## src/rtl/dmem_arb_pkg.sv

```systemverilog
// rtl/dmem_arb_pkg.sv - shared types and defaults for the data RAM arbiter
package dmem_arb_pkg;

  typedef enum logic {IDLE, BURST} state_t;

  localparam int BEAT_BYTES       = 4;
  localparam int DEF_MAX_BURST    = 16;
  localparam int DEF_STARVE_LIMIT = 8;

endpackage

```

## src/rtl/dmem_burst_ctr.sv

```systemverilog
// rtl/dmem_burst_ctr.sv - burst base/len latch, beat counter and wrapping address generator
module dmem_burst_ctr
  import dmem_arb_pkg::*;
#(
  parameter int ADDR_W = 32,
  parameter int LEN_W  = 4
) (
  input  logic              clk,
  input  logic              rst,
  input  logic              load,
  input  logic              run,
  input  logic [ADDR_W-1:0] base_in,
  input  logic [LEN_W-1:0]  len_in,
  input  logic              we_in,
  output logic [ADDR_W-1:0] addr,
  output logic              last,
  output logic              we
);

  localparam logic [ADDR_W-1:0] WORD_MASK = {{(ADDR_W-2){1'b1}}, 2'b00};

  logic [ADDR_W-1:0] base_q;
  logic [LEN_W-1:0]  len_q;
  logic [LEN_W-1:0]  beat_cnt;

  always_ff @(posedge clk or posedge rst) begin
    if (rst) begin
      base_q   <= '0;
      len_q    <= '0;
      we       <= 1'b0;
      beat_cnt <= '0;
    end else if (load) begin
      base_q   <= base_in & WORD_MASK;
      len_q    <= len_in;
      we       <= we_in;
      beat_cnt <= '0;
    end else if (run) begin
      beat_cnt <= beat_cnt + LEN_W'(1);
    end
  end

  // Address arithmetic is ADDR_W wide, so a burst crossing the top of memory wraps to 0.
  assign addr = base_q + ADDR_W'(beat_cnt) * ADDR_W'(BEAT_BYTES);
  assign last = (beat_cnt == len_q);

endmodule

```

## src/rtl/dmem_arbiter.sv

```systemverilog
// rtl/dmem_arbiter.sv - MEM-stage / DMA arbiter for the single-port data RAM
// CPU has priority; DMA bursts are non-preemptible and a starvation counter forces DMA in.
module dmem_arbiter
  import dmem_arb_pkg::*;
#(
  parameter int ADDR_W       = 32,
  parameter int DATA_W       = 32,
  parameter int MAX_BURST    = DEF_MAX_BURST,
  parameter int STARVE_LIMIT = DEF_STARVE_LIMIT
) (
  input  logic                         Clk,
  input  logic                         Reset,
  input  logic                         cpu_req,
  input  logic                         cpu_we,
  input  logic [ADDR_W-1:0]            cpu_addr,
  input  logic [DATA_W-1:0]            cpu_wdata,
  output logic [DATA_W-1:0]            cpu_rdata,
  output logic                         cpu_stall,
  input  logic                         dma_req,
  input  logic                         dma_we,
  input  logic [ADDR_W-1:0]            dma_addr,
  input  logic [$clog2(MAX_BURST)-1:0] dma_len,
  input  logic [DATA_W-1:0]            dma_wdata,
  output logic                         dma_ack,
  output logic                         dma_busy,
  output logic                         dma_wready,
  output logic                         dma_rvalid,
  output logic [DATA_W-1:0]            dma_rdata,
  output logic                         dma_done,
  output logic                         ram_we,
  output logic [ADDR_W-1:0]            ram_addr,
  output logic [DATA_W-1:0]            ram_din,
  input  logic [DATA_W-1:0]            ram_dout
);

  localparam int LEN_W = $clog2(MAX_BURST);
  localparam int SW    = $clog2(STARVE_LIMIT + 1);
  localparam logic [SW-1:0] STARVE_MAX = SW'(STARVE_LIMIT);

  state_t            state;
  logic [SW-1:0]     starve_cnt;
  logic              accept;
  logic [ADDR_W-1:0] burst_addr;
  logic              burst_last;
  logic              burst_we;

  assign accept = !Reset && (state == IDLE) && dma_req
                  && (!cpu_req || (starve_cnt == STARVE_MAX));

  dmem_burst_ctr #(
    .ADDR_W (ADDR_W),
    .LEN_W  (LEN_W)
  ) u_burst_ctr (
    .clk     (Clk),
    .rst     (Reset),
    .load    (accept),
    .run     (state == BURST),
    .base_in (dma_addr),
    .len_in  (dma_len),
    .we_in   (dma_we),
    .addr    (burst_addr),
    .last    (burst_last),
    .we      (burst_we)
  );

  always_ff @(posedge Clk or posedge Reset) begin
    if (Reset) begin
      state      <= IDLE;
      starve_cnt <= '0;
    end else begin
      case (state)
        IDLE: begin
          if (accept) begin
            state      <= BURST;
            starve_cnt <= '0;
          end else if (!dma_req) begin
            starve_cnt <= '0;
          end else if (cpu_req && (starve_cnt != STARVE_MAX)) begin
            starve_cnt <= starve_cnt + SW'(1);
          end
        end
        BURST: begin
          if (burst_last) state <= IDLE;
        end
        default: state <= IDLE;
      endcase
    end
  end

  assign dma_ack  = accept;
  assign dma_busy = (state == BURST);

  // Every RAM-facing and data output is forced to 0 while Reset is held.
  always_comb begin
    ram_we     = 1'b0;
    ram_addr   = '0;
    ram_din    = '0;
    cpu_rdata  = '0;
    cpu_stall  = 1'b0;
    dma_wready = 1'b0;
    dma_rvalid = 1'b0;
    dma_rdata  = '0;
    dma_done   = 1'b0;
    if (!Reset) begin
      if (state == BURST) begin
        ram_we     = burst_we;
        ram_addr   = burst_addr;
        ram_din    = burst_we ? dma_wdata : '0;
        cpu_stall  = cpu_req;
        dma_wready = burst_we;
        dma_rvalid = !burst_we;
        dma_rdata  = burst_we ? '0 : ram_dout;
        dma_done   = burst_last;
      end else begin
        ram_we    = cpu_req & cpu_we;
        ram_addr  = cpu_addr;
        ram_din   = cpu_wdata;
        cpu_rdata = ram_dout;
      end
    end
  end

endmodule

```

## config.mk

```make
export PLATFORM = sky130hd
export DESIGN_NAME = dmem_arbiter
export DESIGN_NICKNAME = d
export VERILOG_FILES = /design/src/rtl/dmem_arb_pkg.sv /design/src/rtl/dmem_burst_ctr.sv /design/src/rtl/dmem_arbiter.sv
export SDC_FILE = /design/constraint.sdc
export NUM_CORES = 1
export LEC_CHECK = 0
export BUFFER_PORTS_ARGS = -buffer_cell sky130_fd_sc_hd__buf_2
export CORE_AREA = 2 2 119 121
export DETAILED_ROUTE_END_ITERATION = 16
export DIE_AREA = 0 0 121 123
export GPL_TIMING_DRIVEN = 0
export PLACE_DENSITY_LB_ADDON = 0.12
export SYNTH_ARGS = -nofsm -noshare
export SYNTH_HDL_FRONTEND = slang
export SYNTH_HIERARCHICAL = 1
export SYNTH_SLANG_ARGS = --single-unit
```

## constraint.sdc

```tcl
create_clock -name Clk -period 6.5 [get_ports Clk]
set_input_delay 0.65 -clock Clk [delete_from_list [all_inputs] [get_ports Clk]]
set_output_delay 0.65 -clock Clk [all_outputs]
set_load 0.02 [all_outputs]
```

==> results of run 1 <==
==> layout make-up <==
cell class | instances | area share
buffer | 33 | 0.0337
clock buffer | 6 | 0.0238
tap | 180 | 0.0386
antenna | 3 | 0.00129
sequential | 44 | 0.189
inverter | 11 | 0.00708
multi-input combinational | 339 | 0.447
timing repair buffer | 301 | 0.258
clock inverter | 2 | 0.00172
==> state kept, by name (all words and copies together) (netlist names) <==
name / flops
u_burst_ctr/len_q: 4
u_burst_ctr/base_q: 30
u_burst_ctr/beat_cnt: 4
starve_cnt: 4
dma_busy: 1
u_burst_ctr/we: 1
==> critical path: cells and delay by family, from the launching register on <==
family	cells	cell delay, ps
fa+ha+maj	2	670
buf+inv	2	230
flops	1	470
simple gates	3	630
mux	1	100
compound gates	1	350
xor+xnor	1	180
==> Yosys cell counts (all sizes together) (11+ instances only) <==
master / number / area, um2
and2: 68 / 425
xor2: 23 / 201
a22o: 32 / 280
mux2: 32 / 360
dfrtp: 44 / 1100
buf: 23 / 155
mux2i: 33 / 330
inv: 11 / 41.3
nor2: 44 / 165
nand2: 17 / 63.8
xnor2: 11 / 96.3
==> metrics by stage <==
| step | instances | setup slack [ps] | instance area (um2) | total power [mW] |
|---|---|---|---|---|
| final | 919 | 2940 | 5830 | 2.28 |
| after global routing | 918 | 2760 | 5830 | 2.45 |
| after CTS | 916 | 2900 | 5820 | 2.30 |
| after detailed placement | 908 | 3240 | 5670 | 2.03 |
| after global placement | 908 | 3290 | 5670 | 2.00 |
| after floorplan | 427 | 3570 | 3940 | 1.58 |
==> power groups by stage <==
stage	Combinational [mW]	Sequential (mW)	Clock, mW
6_report	1.44	0.572	0.261
5_1_grt	1.58	0.598	0.279
2_1_floorplan	1.04	0.537	0
3_5_place_dp	1.45	0.578	0
3_3_place_gp	1.43	0.571	0
4_1_cts	1.46	0.573	0.268
==> path summary, 6_finish.rpt <==
path	endpoint	depth (start not counted)	slack (ps)	startpoint
setup / recovery	ram_addr[12]	10	2940	u_burst_ctr/beat_cnt[0]
setup reg to reg	u_burst_ctr/base_q[25]	6	4060	dma_busy
min in group asynchronous	u_burst_ctr/len_q[2]	2	580	Reset
hold / removal	u_burst_ctr/base_q[2]	1	520	u_burst_ctr/base_q[2]
max in group asynchronous	u_burst_ctr/base_q[16]	2	5370	Reset
hold reg to reg	u_burst_ctr/base_q[2]	1	520	u_burst_ctr/base_q[2]
==> metal layers <==
layer,share of wire,up-vias
met5,0.0031,-
met4,0.014,8
met3,0.11,22
met2,0.47,179
met1,0.40,2024
li1,-,2104
==> cells by family (layout without fill, tap and decap cells) <==
group	after synthesis	in the layout	synth area share
compound gates	53	53	0.114
xor+xnor	34	34	0.0756
fa+ha+maj	8	8	0.0273
buf+inv	44	353	0.0604
flops	44	44	0.280
mux	65	65	0.175
other cells	1	5	0.000952
simple gates	177	177	0.267
==> impl_metrics.tcl, run 1 <==
set metrics [dict create \
    status "completed" \
    worstPathRequired_ps 5850 \
    cp_slowest_cell "dfrtp_1" \
    multi_input_area_um2 2600 \
    die_y_um 123 \
    cp.arrival_ps 2910 \
    cts.clk_slew.worst_paths_ps 70 \
    drive_gt1_frac 0.529 \
    worstMarginPinSlew_ps 864 \
    max_freq_mhz 281 \
    via_per_inst 4.72 \
    grt-ovfl-total 0 \
    leakage_nw 3.21 \
    htreeDepth 2 \
    worst_ir_drop_vdd_mv 0.168 \
    ant_nets 0 \
    use_met2 0.343 \
    ios 305 \
    setup_tns_ps 0 \
    routed_wl_mm 16.0 \
    vias 4337 \
    fin_skew_ps 5.51 \
    syn-instance-count 426 \
    cts_resized 0 \
    antenna_found_initial 7 \
    gp_congestion 0.880 \
    fillers 1389 \
    path_class "register to output pin" \
    maxSlewHeadroom 0.423 \
    gr-usage-met3 0.0752 \
    path_max_fanout 7 \
    final_cell_mix "buf_2, and2_1, nor2_1, dfrtp_1, mux2i_1" \
    coreArea_um2 13600 \
    synth_edf_count 0 \
    yosysSeqAreaShare 0.280 \
    post_cts_buffers 0 \
    hold_class "register to register" \
    drv_cap 0 \
    clkPwrFrac 0.115 \
    rsz0062_at_grt "false" \
    drt-initial-drc-count 162 \
    synth-async-reset-ratio 1.00 \
    grt.total_usage 0.204 \
    power_frac_comb 0.634 \
    netSwitchingFraction 0.479 \
    grt_pass1_vias 4159 \
    layout_commonest_cell "buf_2" \
    area_growth_pct 48.0 \
    numCtsBuffers 5 \
    io_buffers 301 \
    grt_pass1_wl_mm 23.1 \
    end_kind "output pin" \
    ys_types 55 \
    initial_core_util 0.289 \
    clk_latency_ps 280 \
    slowest_delay_ps 470 \
    regArea_um2 1100 \
    hold_violations 0 \
    dp_hpwl_mm 13.6 \
    p_switching_mw 1.09 \
    hold-worst-slack_ps 518 \
    synth-main-ff-cell "dfrtp_1" \
    critPathLaunchType "register" \
    internal_power_mw 1.19 \
    first_pass_iters 4 \
    setup_viol 0 \
    die-area_um2 14900 \
    yosys_register_bits 44 \
    period_needed_ps 3560 \
    p_seq_frac 0.251 \
    power_density_nw_per_um2 390 \
    finalNetCount 913 \
    clock-root-buffer "clkbuf_16" \
    wl_per_cell_um 17.4 \
    drc 0 \
    utilization 0.428 \
    grtUsageMet1 0.250 \
    core.rowCount 43 \
    maxSlewViolCount 0 \
    cts_max_path_buffers 2 \
    synthesis.area_um2 3940 \
    cts_tree "done" \
    cts.sinks 44 \
    synth_warnings 6 \
    crit_chain "ha_1 > inv_1 > fa_1 > nor2b_1 > o31a_1 > and3_1 > xor2_1 > mux2i_1 > nor2_1 > buf_2" \
    avgSynthCellArea_um2 9.25 \
    hold_buffers 0 \
    die_x_um 121 \
    min_period_over_period 0.547 \
    busiest_layer "met2" \
    grt_start_max_net_pins 40 \
]
(Power assumes the default switching activity.)
==> inputs of run 2 (changes only) <==
ABC_AREA = 1   (was unset)
clock period = 3.4 ns   (was 6.5 ns; I/O delays follow)
==> run 2 against run 1 <==
Effect of this change: sequential share of layout area fell by 0.24 points; routed wire length rose by 39%; via count increased by 22%; critical path depth increased by 3; non-clock buffer count is 3 lower; hold slack got worse by 470 ps; power up 89%; design area increased by 1.3%; final cell count up 22%; combinational power rose by 82%; utilization is 0.54 points higher.
==> impl_metrics.tcl, run 2 <==
set metrics [dict create \
    vias 5308 \
    rr_worst_depth 7 \
    dp_hpwl_mm 19.2 \
    maxSlewViolCount 0 \
    ant_nets 0 \
    clk_latency_ps 290 \
    fin_skew_ps 8.30 \
    syn-instance-count 623 \
    critPathLaunchType "register" \
    regArea_um2 1100 \
    yosysMostFrequentCell "nand2_1" \
    setup_viol 0 \
    grt.total_usage 0.292 \
    dpl_cell_area_um2 5710 \
    layout_commonest_cell "buf_2" \
    wl_per_cell_um 19.8 \
    r2r_start "dma_busy" \
    max_freq_mhz 330 \
    worstMarginPinSlew_ps 680 \
    path_class "register to output pin" \
    grt_pass1_vias 4878 \
    first_pass_iters 6 \
    cts_resized 0 \
    cts.sinks 44 \
    gp_congestion 0.920 \
    synth_warnings 6 \
    largest_reg_flops 30 \
    rr_endpoint "u_burst_ctr/len_q[2]" \
    reg2reg_setup_slack_ps 910 \
    fin_area_um2 5900 \
    hold_class "input pin to asynchronous set/reset pin" \
    worst_ir_drop_vdd_mv 0.368 \
    path_max_fanout 5 \
    ys_types 32 \
    setup_tns_ps 0 \
    cts_tree "done" \
    die_y_um 123 \
    yosysTopAreaCell "dfrtp_1" \
    cts.clk_slew.worst_paths_ps 70 \
    setup_slack_ps 370 \
    leakage_nw 3.59 \
    avgSynthCellArea_um2 6.33 \
    antenna_found_initial 11 \
    htreeDepth 2 \
    drv_cap 0 \
    status "completed" \
    drc 0 \
    rsz0062_at_grt "false" \
    hold_buffers 0 \
    synth_edf_count 0 \
    synthTopCellsByCount "nand2_1, nor2_1, inv_1" \
    synth-main-ff-cell "dfrtp_1" \
    drt-initial-drc-count 385 \
    hold_violations 0 \
    pre_cts_ws_ps 668 \
    end_kind "output pin" \
    fillers 1525 \
    top_register "u_burst_ctr/base_q" \
    synth-async-reset-ratio 1.00 \
    finalNetCount 1112 \
    drive_gt1_frac 0.372 \
    period_needed_ps 3030 \
    post_cts_buffers 0 \
    worstPathRequired_ps 3060 \
    cp.arrival_ps 2690 \
    min_period_over_period 0.891 \
    routed_wl_mm 22.2 \
    initial_core_util 0.290 \
    via_per_inst 4.73 \
    area_growth_pct 49.6 \
    cts_max_path_buffers 2 \
    final_cell_mix "buf_2, nand2_1, nor2_1, inv_1, a22o_1" \
    yosysSeqAreaShare 0.279 \
    core.rowCount 43 \
    synthesis.area_um2 3950 \
    power_density_nw_per_um2 728 \
    clock-root-buffer "clkbuf_16" \
    grt-ovfl-total 0 \
    die_x_um 121 \
    die-area_um2 14900 \
    power_mw 4.30 \
    coreArea_um2 13600 \
    numCtsBuffers 5 \
    netlist.area_leader.share 0.279 \
    utilization 0.434 \
    io_buffers 302 \
    maxSlewHeadroom 0.547 \
    multi_input_area_um2 2380 \
    ios 305 \
    yosys_register_bits 44 \
    grt_start_max_net_pins 32 \
    synth.top_cells.by_area "dfrtp_1, nand2_1, a22o_1, nor2_1, inv_1" \
    grt_pass1_wl_mm 31.1 \
]
-- run 2: cell count changes in the layout (fill, tap and decap cells not counted), moves of 5 or more --
cell     change
a22o_1      +32
and2_1      -67
buf_2        +5
diode_2      +5
inv_1       +70
mux2_2      -32
mux2i_1     -33
nand2_1    +176
nand3_1     +23
nor2_1      +64
nor3_2       -7
o21ai_0     +17
xnor2_1      -9
xor2_1      -11
-- run 2: cell families (layout without fill, tap and decap cells) --
family                   Yosys count  in the layout  share of synthesized area
AO/OA/AOI/OAI                     92             92                      0.179
XOR/XNOR                          15             15                     0.0352
adder cells (fa/ha/maj)            8              8                     0.0273
buffers and inverters            113            424                      0.118
flip-flops                        44             44                      0.279
other                              1             10                   0.000950
AND/OR/NAND/NOR                  350            350                      0.361
-- run 2: stage by stage --
stage,cells,hold slack (ps)
after floorplan,624,119
after global placement,1106,367
after detailed placement,1107,367
after CTS,1115,56.1
after global routing,1116,60.7
final,1123,48.9
-- run 2: critical path, stage by stage (launching register included) --
cell and delay (ps):
dfrtp_1 440, ha_1 250, inv_1 80, fa_1 450
inv_1 70, nand3_1 60, nand2_1 130, nand2_1 190
nor2_2 210, nand2_1 70, nand2_1 50, nand2_1 50
a22o_1 190, buf_2 150
-- run 2: final cells by class --
class	instances	area share
diodes	8	0.00339
plain buffers	28	0.0246
clock buffers	6	0.0235
clock inverters	2	0.00657
inverters	85	0.0540
multi-input cells	467	0.404
flip-flops and latches	44	0.186
well taps	180	0.0381
repair buffers	303	0.259
-- run 2: metal layers --
metal,up-vias,part of all wire,track usage,routed length [um]
li1,2615,-,-,-
met1,2409,0.43,0.393,9580
met2,258,0.44,0.458,9730
met3,22,0.11,0.0946,2480
met4,4,0.018,0.0647,397
met5,-,0.00099,0,22
-- run 2: worst max-delay path by stage --
stage | start | end | slack [ps] | cells after the start
3_3_place_gp | u_burst_ctr/beat_cnt[0] | ram_addr[12] | 640 | 11
6_report | u_burst_ctr/beat_cnt[0] | ram_addr[28] | 370 | 13
2_1_floorplan | u_burst_ctr/beat_cnt[0] | ram_addr[24] | 1040 | 12
5_1_grt | u_burst_ctr/beat_cnt[0] | ram_addr[28] | 170 | 13
3_5_place_dp | u_burst_ctr/beat_cnt[0] | ram_addr[28] | 670 | 13
4_1_cts | u_burst_ctr/beat_cnt[0] | ram_addr[28] | 350 | 13
-- run 2: where the power goes --
group	internal, mW	leakage, nW	switching, mW	total (mW)
registers	0.771	0.550	0.313	1.08
clock network	0.369	0.0871	0.225	0.594
logic	0.916	2.96	1.70	2.62
